--- src/rtl/spi_sts_sync.sv ---
// Receiving end of the SPI->AXI status toggle handshake: synchronizes the request, double-samples
// the status bus, latches sticky faults and flags staleness. Optional update_cnt via SPI_STS_SYNC_UPDATE_CNT_EN.
module spi_sts_sync #(
  parameter int DEPTH        = 3,
  parameter int MAX_RETRY    = 4,
  parameter int STALE_CYCLES = 1000000
) (
  input  logic        clk,
  input  logic        resetn,
  input  logic [31:0] spi_trig_count,
  input  logic        spi_running,
  input  logic [7:0]  spi_fault,
  input  logic        spi_req_tgl,
  output logic        spi_ack_tgl,
  input  logic [7:0]  fault_clr,
  output logic [31:0] trig_count_stable,
  output logic        running_stable,
  output logic [7:0]  fault_sticky,
  output logic        sts_valid,
  output logic        sts_err,
`ifdef SPI_STS_SYNC_UPDATE_CNT_EN
  output logic [15:0] update_cnt,
`endif
  output logic        sts_stale
);

  localparam int SW = (STALE_CYCLES > 0) ? $clog2(STALE_CYCLES + 1) : 1;
  localparam logic [SW-1:0] STALE_MAX  = SW'(STALE_CYCLES);
  localparam logic [3:0]    RETRY_LAST = 4'(MAX_RETRY - 1);

  typedef enum logic [1:0] {IDLE, SAMPLE, VERIFY} state_t;

  state_t          state_reg;
  logic [DEPTH-1:0] sync_reg;
  logic [40:0]     shadow_reg;
  logic [3:0]      retry_reg;
  logic [SW-1:0]   stale_reg;

  logic        req_s;
  logic        pending;
  logic [40:0] live;
  logic        match;
  logic        commit;
  logic        forced;

  assign req_s   = sync_reg[DEPTH-1];
  assign pending = req_s != spi_ack_tgl;
  assign live    = {spi_trig_count, spi_running, spi_fault};
  assign match   = shadow_reg == live;
  assign commit  = (state_reg == VERIFY) && (match || retry_reg == RETRY_LAST);
  assign forced  = (state_reg == VERIFY) && !match && retry_reg == RETRY_LAST;

  always_ff @(posedge clk or negedge resetn) begin
    if (!resetn) begin
      sync_reg <= '0;
    end else begin
      sync_reg <= {sync_reg[DEPTH-2:0], spi_req_tgl};
    end
  end

  always_ff @(posedge clk or negedge resetn) begin
    if (!resetn) begin
      state_reg         <= IDLE;
      shadow_reg        <= '0;
      retry_reg         <= '0;
      spi_ack_tgl       <= 1'b0;
      trig_count_stable <= '0;
      running_stable    <= 1'b0;
      sts_valid         <= 1'b0;
      sts_err           <= 1'b0;
    end else begin
      sts_valid <= commit;
      if (forced) sts_err <= 1'b1;
      if (commit) begin
        trig_count_stable <= shadow_reg[40:9];
        running_stable    <= shadow_reg[8];
        spi_ack_tgl       <= ~spi_ack_tgl;
      end
      case (state_reg)
        IDLE: begin
          if (pending) state_reg <= SAMPLE;
        end
        SAMPLE: begin
          shadow_reg <= live;
          state_reg  <= VERIFY;
        end
        VERIFY: begin
          if (commit) begin
            retry_reg <= '0;
            state_reg <= IDLE;
          end else begin
            retry_reg <= retry_reg + 4'd1;
            state_reg <= SAMPLE;
          end
        end
        default: state_reg <= IDLE;
      endcase
    end
  end

  // A set arriving with a clear on the same bit wins, so no fault is ever lost.
  always_ff @(posedge clk or negedge resetn) begin
    if (!resetn) begin
      fault_sticky <= '0;
    end else begin
      fault_sticky <= (fault_sticky & ~fault_clr) | (commit ? shadow_reg[7:0] : 8'h00);
    end
  end

  always_ff @(posedge clk or negedge resetn) begin
    if (!resetn) begin
      stale_reg <= '0;
    end else if (commit) begin
      stale_reg <= '0;
    end else if (stale_reg != STALE_MAX) begin
      stale_reg <= stale_reg + 1'b1;
    end
  end

  assign sts_stale = (STALE_CYCLES != 0) && (stale_reg == STALE_MAX);

`ifdef SPI_STS_SYNC_UPDATE_CNT_EN
  always_ff @(posedge clk or negedge resetn) begin
    if (!resetn) begin
      update_cnt <= '0;
    end else if (commit) begin
      update_cnt <= update_cnt + 16'd1;
    end
  end
`endif

endmodule
--- config.mk ---
export PLATFORM = sky130hd
export DESIGN_NAME = spi_sts_sync
export DESIGN_NICKNAME = d
export VERILOG_FILES = /design/src/rtl/spi_sts_sync.sv
export SDC_FILE = /design/constraint.sdc
export NUM_CORES = 1
export LEC_CHECK = 0
export ABC_AREA = 1
export BUFFER_PORTS_ARGS = -buffer_cell sky130_fd_sc_hd__buf_2
export CORE_MARGIN = 2
export CORE_UTILIZATION = 35
export CTS_CLUSTER_SIZE = 14
export DETAILED_ROUTE_END_ITERATION = 6
export MAX_ROUTING_LAYER = met4
export SLEW_MARGIN = 10
export SYNTH_ARGS = -nofsm -noshare
export SYNTH_HDL_FRONTEND = slang
export SYNTH_SLANG_ARGS = --single-unit
--- constraint.sdc ---
create_clock -name clk -period 1.8 [get_ports clk]
set_clock_uncertainty 0.1 [all_clocks]
set_input_delay 0.27 -clock clk [delete_from_list [all_inputs] [get_ports clk]]
set_output_delay 0.27 -clock clk [all_outputs]
set_load 0.02 [all_outputs]
Yosys cells after proc, flatten, opt, wreduce, memory -nomap -nowiden
Index checks and enable logic that the tools add are counted.
Widths: inputs -> output; s select.
{ "word_totals": {"regBits": 114, "input_bits": 52, "out_inout_bits": 45, "word_cells": 39} }
{ "op_classes": {"n_addsub": 2, "n_eq_ne": 8, "n_mux": 7, "bitwise_logic": 4, "n_reduce_logical": 7} }
{ "op_table": {"columns": ["op", "count"], "rows": [
  ["$eq 41x41->1", 1],
  ["$mux 20", 2],
  ["$add 20x1->20 const B", 1],
  ["$eq 20x20->1 const B", 1],
  ["$ne 20x20->1 const B", 1],
  ["$and 8x8->8", 1],
  ["$mux 8", 1],
  ["$not 8->8", 1],
  ["$or 8x8->8", 1],
  ["$pmux 2 s3", 1],
  ["$add 4x1->4 const B", 1],
  ["$eq 4x2->1 const B", 1],
  ["$mux 4", 1],
  ["$logic_and 1x1->1", 3],
  ["$eq 2x1->1 const B", 1],
  ["$eq 2x2->1 const B", 1],
  ["$logic_not 2->1", 1],
  ["$mux 2", 1],
  ["$ne 2x2->1 const B", 1],
  ["$reduce_bool 2->1", 1],
  ["$logic_not 1->1", 1],
  ["$logic_or 1x1->1", 1],
  ["$mux 1", 1],
  ["$ne 1x1->1", 1],
  ["$not 1->1", 1]
]} }

Longest topological paths before layout
Gate-level depths: netlist (run 1).
{ "logic_depth": {"ltp_word": 5, "ltp_mapped": 14, "mapped_depth_nobuf": 13} }

Least setup slack after synthesis (run 1)
Ideal clock, no wire load.
{ "synth_timing": {"path_type": "register -> output", "startpoint": "register stale_reg[0]", "endpoint": "output port sts_stale", "t_arrival_ps": 1409, "required_time_ps": 1430, "path_slack_ps": 21, "stages_incl_launch_ff": 5, "n_path_buf": 0, "path_cell_list": "dfrtp_1 -> inv_1 -> ha_1 -> nand3_1 -> nor4_1"} }
{ "synth_via": {"elab_chain_len": 1} }
{ "synth_lines": {"columns": ["item", "line", "rtl"], "rows": [
  ["start, declared", "37", "logic [SW-1:0] stale_reg;"],
  ["start signal, assigned", "116", "stale_reg <= stale_reg + 1'b1;"],
  ["$eq 20x20->1", "120", "assign sts_stale = (STALE_CYCLES != 0) && (stale_reg == STALE_MAX);"],
  ["end, declared", "24", "output logic sts_stale"]
]} }
No other way between the ends.

Final worst setup path (run 1)
{ "layout_timing": {"startpoint": "register shadow_reg[21]", "endpoint": "register trig_count_stable[20]"} }
{ "layout_via": {"elab_chain_len": 3} }
{ "layout_lines": {"columns": ["item", "line", "rtl"], "rows": [
  ["start, declared", "35", "logic [40:0] shadow_reg;"],
  ["start signal, assigned", "84", "shadow_reg <= live;"],
  ["$eq 41x41->1", "49", "assign match = shadow_reg == live;"],
  ["$logic_or 1x1->1", "50", "assign commit = (state_reg == VERIFY) && (match || retry_reg == RETRY_LAST);"],
  ["$logic_and 1x1->1", "50", null],
  ["end signal, assigned", "75", "trig_count_stable <= shadow_reg[40:9];"],
  ["end, declared", "16", "output logic [31:0] trig_count_stable,"]
]} }
No other way between the ends.
A chain may end at the register's enable or synchronous reset.

==> results.md, run 1 <==
* CP Capture Type: register
* Reg area at 2860 um^2
* R2R Setup Slk at -200 ps
* Worst hold slack at 17.1 ps
* Mapped Cells at 671
* Worst Setup EP: trig_count_stable[20]$_DFFE_PN0N_
* Area of the multi-input gates at 2500 um^2
* Die X at 129 um
* Fin. Hold Viols at 0
* R2R Path Start: shadow_reg[21]$_DFFE_PN0N_
* Most used cell, CP: nand2_1
* Mean Syn Cell Area at 8.09 um^2
* Count leader, synth: nand2_1
* Largest register FFs at 41
* Worst setup path startpoint: shadow_reg[21]$_DFFE_PN0N_
* IO Pins at 97
* Cell variety after synth at 26
* DP Cell Count at 978
* RSZ-0062 raised after global routing: true
* Post-synth EDFFs at 0
* CP Max Fanout at 7
* Final wirelength at 15700 um
* Layout area overhead at 50.8%
* DP Wirelength at 9180 um
* Layout cells sized above 1 at 33.1%
* Crit path max-delay family: simple AND/OR/NAND/NOR gates
* Vias/cell at 4.68
* Post-route DRC at 0
* Async S/R FF share, synth at 100%
* Flops & latches, synth at 114
* Sequential element share of the synthesized area at 52.6%
* Worst slew margin at 72.2%
* Worst slack at placement at -104 ps
* 1st-pass router iterations at 5
* All-Layer GR Usage at 20.9%
* Final Instance Count excl. Fillers at 1084
* Max Cap Viol at 0
* Failing checks: negative setup slack
* Slowest CP cell: dfrtp_1
* Die Ht at 129 um
* Final Util at 53.8%
* GRT met1 Usage at 24.6%
* Crit path depth at 15
* Clock latency on the worst-skew pair at 420 ps
* CTS root buf: clkbuf_16
* Period Utilization, post-route at 111%
* Final setup fails at 67
* Initial drt markers at 303
* Finished layout cell area at 8180 um^2
* Critical-path cell list: inv_2, nand2_1, nand2_1, nor2_1, nand2_1, nor2_1, nand2_1, nor2_2, nand2_2, nand2_4, nand2_8, buf_12, buf_12, nand2_2, nand2_1
* GRT overflow at 0
* Status: finished with violations
* Worst path arrival time at 2200 ps
* Clock transition at path regs at 50 ps
* Initial antenna violation count at 1
* Dpl cell area at 6470 um^2
* Least-Margin Pin Slew at 416 ps
* Max Fclk at 0.500 GHz
* Pin count of the biggest net entering global routing at 35
* Reg-to-reg endpoint: trig_count_stable[20]$_DFFE_PN0N_
* Post-synth top area share at 52.6%
* Slowest stage delay, CP at 410 ps
* I/O Buffers at 96
* Synth cell count leaders: 272 x nand2_1, 114 x dfrtp_1, 59 x inv_1
* CTS H-tree lvls at 4
* M3 GR Usage at 5.95%
* Synth area leaders: dfrtp_1 53%, nand2_1 19%, nand3_1 4.7%, xnor2_1 4.2%, inv_1 4.1%
* Peak VDD IR at 1.06 mV
* GR peak layer: met2
* Met2 usage at 34.2%
* Initial Utilization at 35.7%
* Hold Crit Class: input port to register
* Routability Congestion at 0.855
* Fin crit period at 2000 ps
* Final ANT Viol Nets at 0
* R2R cell count at 15
* WS Path Type: register to register
* Final worst setup slack at -198 ps
* Fin. max-slew vios at 0
* Placement Rows at 45
* Wire per inst at 14.5 um
* Synth area leader: dfrtp_1
* Worst path buffer plus inverter count at 3
* Leakage at 4.13 nW
* Clock sinks at 114
* Fill cell count at 1373
* Die area at 16500 um^2
* Critical Path RT at 2000 ps
* Critical Path Start Type: register
* CTS tree: yes
* Placeable Area at 15200 um^2
* Syn nets at 726
* Vias in the first global route at 5144
* Beginning of the worst hold path: spi_trig_count[8]
* CTS Buf Count at 17
* Synthesized area at 5430 um^2
* Main synth FF type: dfrtp_1
* Vias at 5076
* Clock Path Buffers at 2
* Global-route wire length before repair at 25600 um
* Power Density at 1590 nW/um^2
* # nets final at 937
* Synth warn at 0
## worst register-to-register path: stages, from the launching register on
cell and delay [ps]:
dfrtp_1 410, inv_2 50, nand2_1 60, nand2_1 50, nor2_1 100, nand2_1 100
nor2_1 110, nand2_1 60, nor2_2 130, nand2_2 90, nand2_4 110, nand2_8 110
buf_12 160, buf_12 140, nand2_2 60, nand2_1 40
## worst min-delay path by stage
stage,slack [ps],cells past startpoint,endpoint
floorplan,-130,0,fault_sticky[0]$_DFF_PN0_
global route,10,3,shadow_reg[17]$_DFFE_PN0N_
finish,20,3,shadow_reg[17]$_DFFE_PN0N_
detailed placement,130,1,stale_reg[4]$_DFFE_PN0P_
global placement,130,1,stale_reg[4]$_DFFE_PN0P_
CTS,3,3,shadow_reg[9]$_DFFE_PN0N_
## layout by cell type, fill, tap and decap left out, types with 22 or more instances in the layout
cell and instances:
buf_2 94, buf_4 47, dfrtp_1 112, dlygate4sd3_1 48, inv_1 57, nand2_1 234
nand2_2 31, nand3_1 34, nor2_1 26, nor2_2 23, o21ai_0 22, xnor2_1 26
## through the flow
step                      setup TNS [ps]  total power [mW]
final                              -7380              13.0
after global routing              -16920              13.8
after CTS                         -10450              12.9
after detailed placement           -4790              8.73
after global placement             -5260              8.63
after floorplan                        0              6.93
## power breakdown
part	total [mW]	leakage, nW	internal, mW	switching, mW
sequential	4.47	1.42	3.59	0.879
clock	3.37	0.290	2.19	1.17
combinational	5.15	2.42	2.20	2.95
total	13.0	4.13	7.98	5.00
## layout make-up
| type | count | area share (%) |
|---|---|---|
| Inverter | 65 | 3.07 |
| Clock inverter | 11 | 1.67 |
| Tap cell | 188 | 2.88 |
| Timing Repair Buffer | 214 | 21.4 |
| Antenna cell | 1 | 0.0306 |
| Multi-Input combinational cell | 470 | 30.6 |
| Sequential cell | 114 | 34.9 |
| Clock buffer | 21 | 5.51 |
## metal layers
metal,vias up,share of wire [%]
li1,2504,-
met1,2439,44
met2,109,50
met3,24,4.3
met4,0,2.2
met5,-,0
## logic make-up (layout without fill, tap and decap cells)
family / after synthesis / after routing / share of synthesized area [%]
simple gates: 399 / 399 / 30.5
compound gates: 26 / 26 / 2.51
xor+xnor: 42 / 42 / 6.78
other cells: 0 / 1 / 0
flops: 114 / 114 / 52.6
buf+inv: 87 / 311 / 6.92
fa+ha+maj: 3 / 3 / 0.692
## timing repair
item | CTS | global route
endpoints found under the hold margin | 71 | 0
gates resized for setup | 80 | 37
pin swaps | 17 | 25
buffers inserted | 15 | 11
hold buffers | 48 | 0
endpoints found under the setup margin | 65 | 70
gates cloned | 11 | 0
Power figures use the tool's default switching activity.
==> inputs of run 2 (changes only) <==
Settings changed: RECOVER_POWER from default to 50.
==> run 2 against run 1 <==
The flow still finishes with violations (negative setup slack). Non-clock buffer count unchanged. Clock power hardly changed. Flip-flop and latch count unchanged. Final cell count unchanged. Worst setup slack better by 0.65 ps. Core utilization down 0.26 points. Critical endpoint unchanged. Largest power group unchanged.
==> results.md, run 2 (same netlist as run 1, synthesis figures left out) <==
* Status: finished with violations
* Failing checks: negative setup slack
* GRT overflow at 0
* Fin. Hold Viols at 0
* Leakage at 4.12 nW
* Slowest CP cell: dfrtp_1
* Vias at 5068
* Power Density at 1600 nW/um^2
* WS Path Type: register to register
* Final Util at 53.5%
* Die X at 129 um
* Hold path depth at 3
* Slowest stage delay, CP at 410 ps
* Placeable Area at 15200 um^2
* Clock Path Buffers at 2
* R2R cell count at 15
* CTS H-tree lvls at 4
* Die area at 16500 um^2
* Hold Crit Class: input port to register
* CP Capture Type: register
* Worst path arrival time at 2210 ps
* CP Max Fanout at 7
* Least-Margin Pin Slew at 684 ps
* Wire per inst at 14.5 um
* I/O Buffers at 96
* R2R Path Start: shadow_reg[21]$_DFFE_PN0N_
* Post-route DRC at 0
* All-Layer GR Usage at 20.9%
* Reg-to-reg endpoint: trig_count_stable[20]$_DFFE_PN0N_
* IO Pins at 97
* RSZ-0062 raised after global routing: true
* Fin crit period at 2000 ps
* Initial antenna violation count at 1
* Worst slack at placement at -104 ps
* CTS Buf Count at 17
* Final ANT Viol Nets at 0
* Peak VDD IR at 1.07 mV
* Initial Utilization at 35.7%
* Clock sinks at 114
* Critical Path Start Type: register
* CTS tree: yes
* Final worst setup slack at -197 ps
* Global-route wire length before repair at 25600 um
* Min-Delay Endpoint: shadow_reg[17]$_DFFE_PN0N_
* Critical Path RT at 2010 ps
* Most frequent cells in the layout: 234 x nand2_1, 112 x dfrtp_1, 94 x buf_2
* 1st-pass router iterations at 4
* Worst slew margin at 54.4%
* R2R Setup Slk at -200 ps
* # nets final at 937
* Initial drt markers at 259
* Routability Congestion at 0.855
* Final wirelength at 15700 um
* Max Cap Viol at 0
* Layout cells sized above 1 at 33.1%
* Placement Rows at 45
* Max Fclk at 0.501 GHz
* Layout area overhead at 50.0%
* Largest register FFs at 41
* Commonest non-fill, non-tap cell in the layout: nand2_1
* Period Utilization, post-route at 111%
* Fill cell count at 1378
* Critical-path cell list: inv_2, nand2_1, nand2_1, nor2_1, nand2_1, nor2_1, nand2_1, nor2_2, nand2_2, nand2_4, nand2_8, buf_12, buf_12, nand2_2, nand2_1
* Final setup fails at 67
* Fin. max-slew vios at 0
* Vias in the first global route at 5144
* Beginning of the worst hold path: spi_trig_count[8]
* Most used cell, CP: nand2_1
* Vias/cell at 4.68
* DP Wirelength at 9180 um
* CTS root buf: clkbuf_16
* Clock latency on the worst-skew pair at 430 ps
* Die Ht at 129 um
* Pin count of the biggest net entering global routing at 35
* Clock transition at path regs at 50 ps
## run 2: cell types whose count changed in the layout (fill, tap and decap cells not counted)
cell | before | now
buf_12 | 14 | 11
buf_4 | 47 | 46
clkbuf_2 | 0 | 1
clkbuf_4 | 0 | 3
## run 2: repair_timing
item / in CTS / in global routing
pin swaps: 17 / 25
setup buffers: 15 / 11
gates cloned: 11 / 0
hold buffers: 48 / 0
setup endpoints to repair: 65 / 70
resized for setup: 80 / 37
hold endpoints to repair: 71 / 0
## run 2: critical path: cells and delay by family, from the launching register on
| kind | cells | cell delay, ps |
|---|---|---|
| simple gates | 12 | 1020 |
| buf+inv | 3 | 350 |
| flops | 1 | 410 |
## run 2: how the worst max path moves through the flow
stage	startpoint	to
final	shadow_reg[21]$_DFFE_PN0N_	trig_count_stable[20]$_DFFE_PN0N_
after floorplan	stale_reg[0]$_DFFE_PN0P_	sts_stale
after CTS	stale_reg[15]$_DFFE_PN0P_	sts_stale
after detailed placement	spi_trig_count[24]	trig_count_stable[3]$_DFFE_PN0N_
after global placement	spi_trig_count[24]	trig_count_stable[5]$_DFFE_PN0N_
after global routing	shadow_reg[5]$_DFFE_PN0N_	trig_count_stable[31]$_DFFE_PN0N_
## run 2: final cells by class
cell class	instances	area, um^2	share of cell area [%]
inverters	65	251	3.09
repair buffers	214	1710	21.0
flip-flops and latches	114	2860	35.1
multi-input cells	470	2500	30.7
clock buffers	21	450	5.53
diodes	1	2.50	0.0307
clock inverters	11	136	1.68
well taps	188	235	2.89
## run 2: power by group
group,switching (mW),internal (mW)
sequential,0.881,3.59
clock,1.19,2.19
combinational,2.95,2.19
total,5.02,7.97
## run 2: per-stage QoR
step                area, um^2  total power, mW  std cells  hold WS [ps]  setup TNS (ps)
global route              8140             13.8       1084          12.0          -16920
finish                    8140             13.0       1084          11.3           -7390
floorplan                 5430             6.93        671          -126               0
CTS                       8220             12.9       1084          3.18          -10450
detailed placement        6470             8.73        978           132           -4790
global placement          6470             8.63        978           128           -5260
## run 2: routing by layer
layer  wire length [um]  GRT usage [%]  up-vias
li1                   -              -     2503
met1               6960           24.6     2427
met2               7730           34.2      108
met3                630           5.95       30
met4                408           7.86        0
met5                  0              -        -
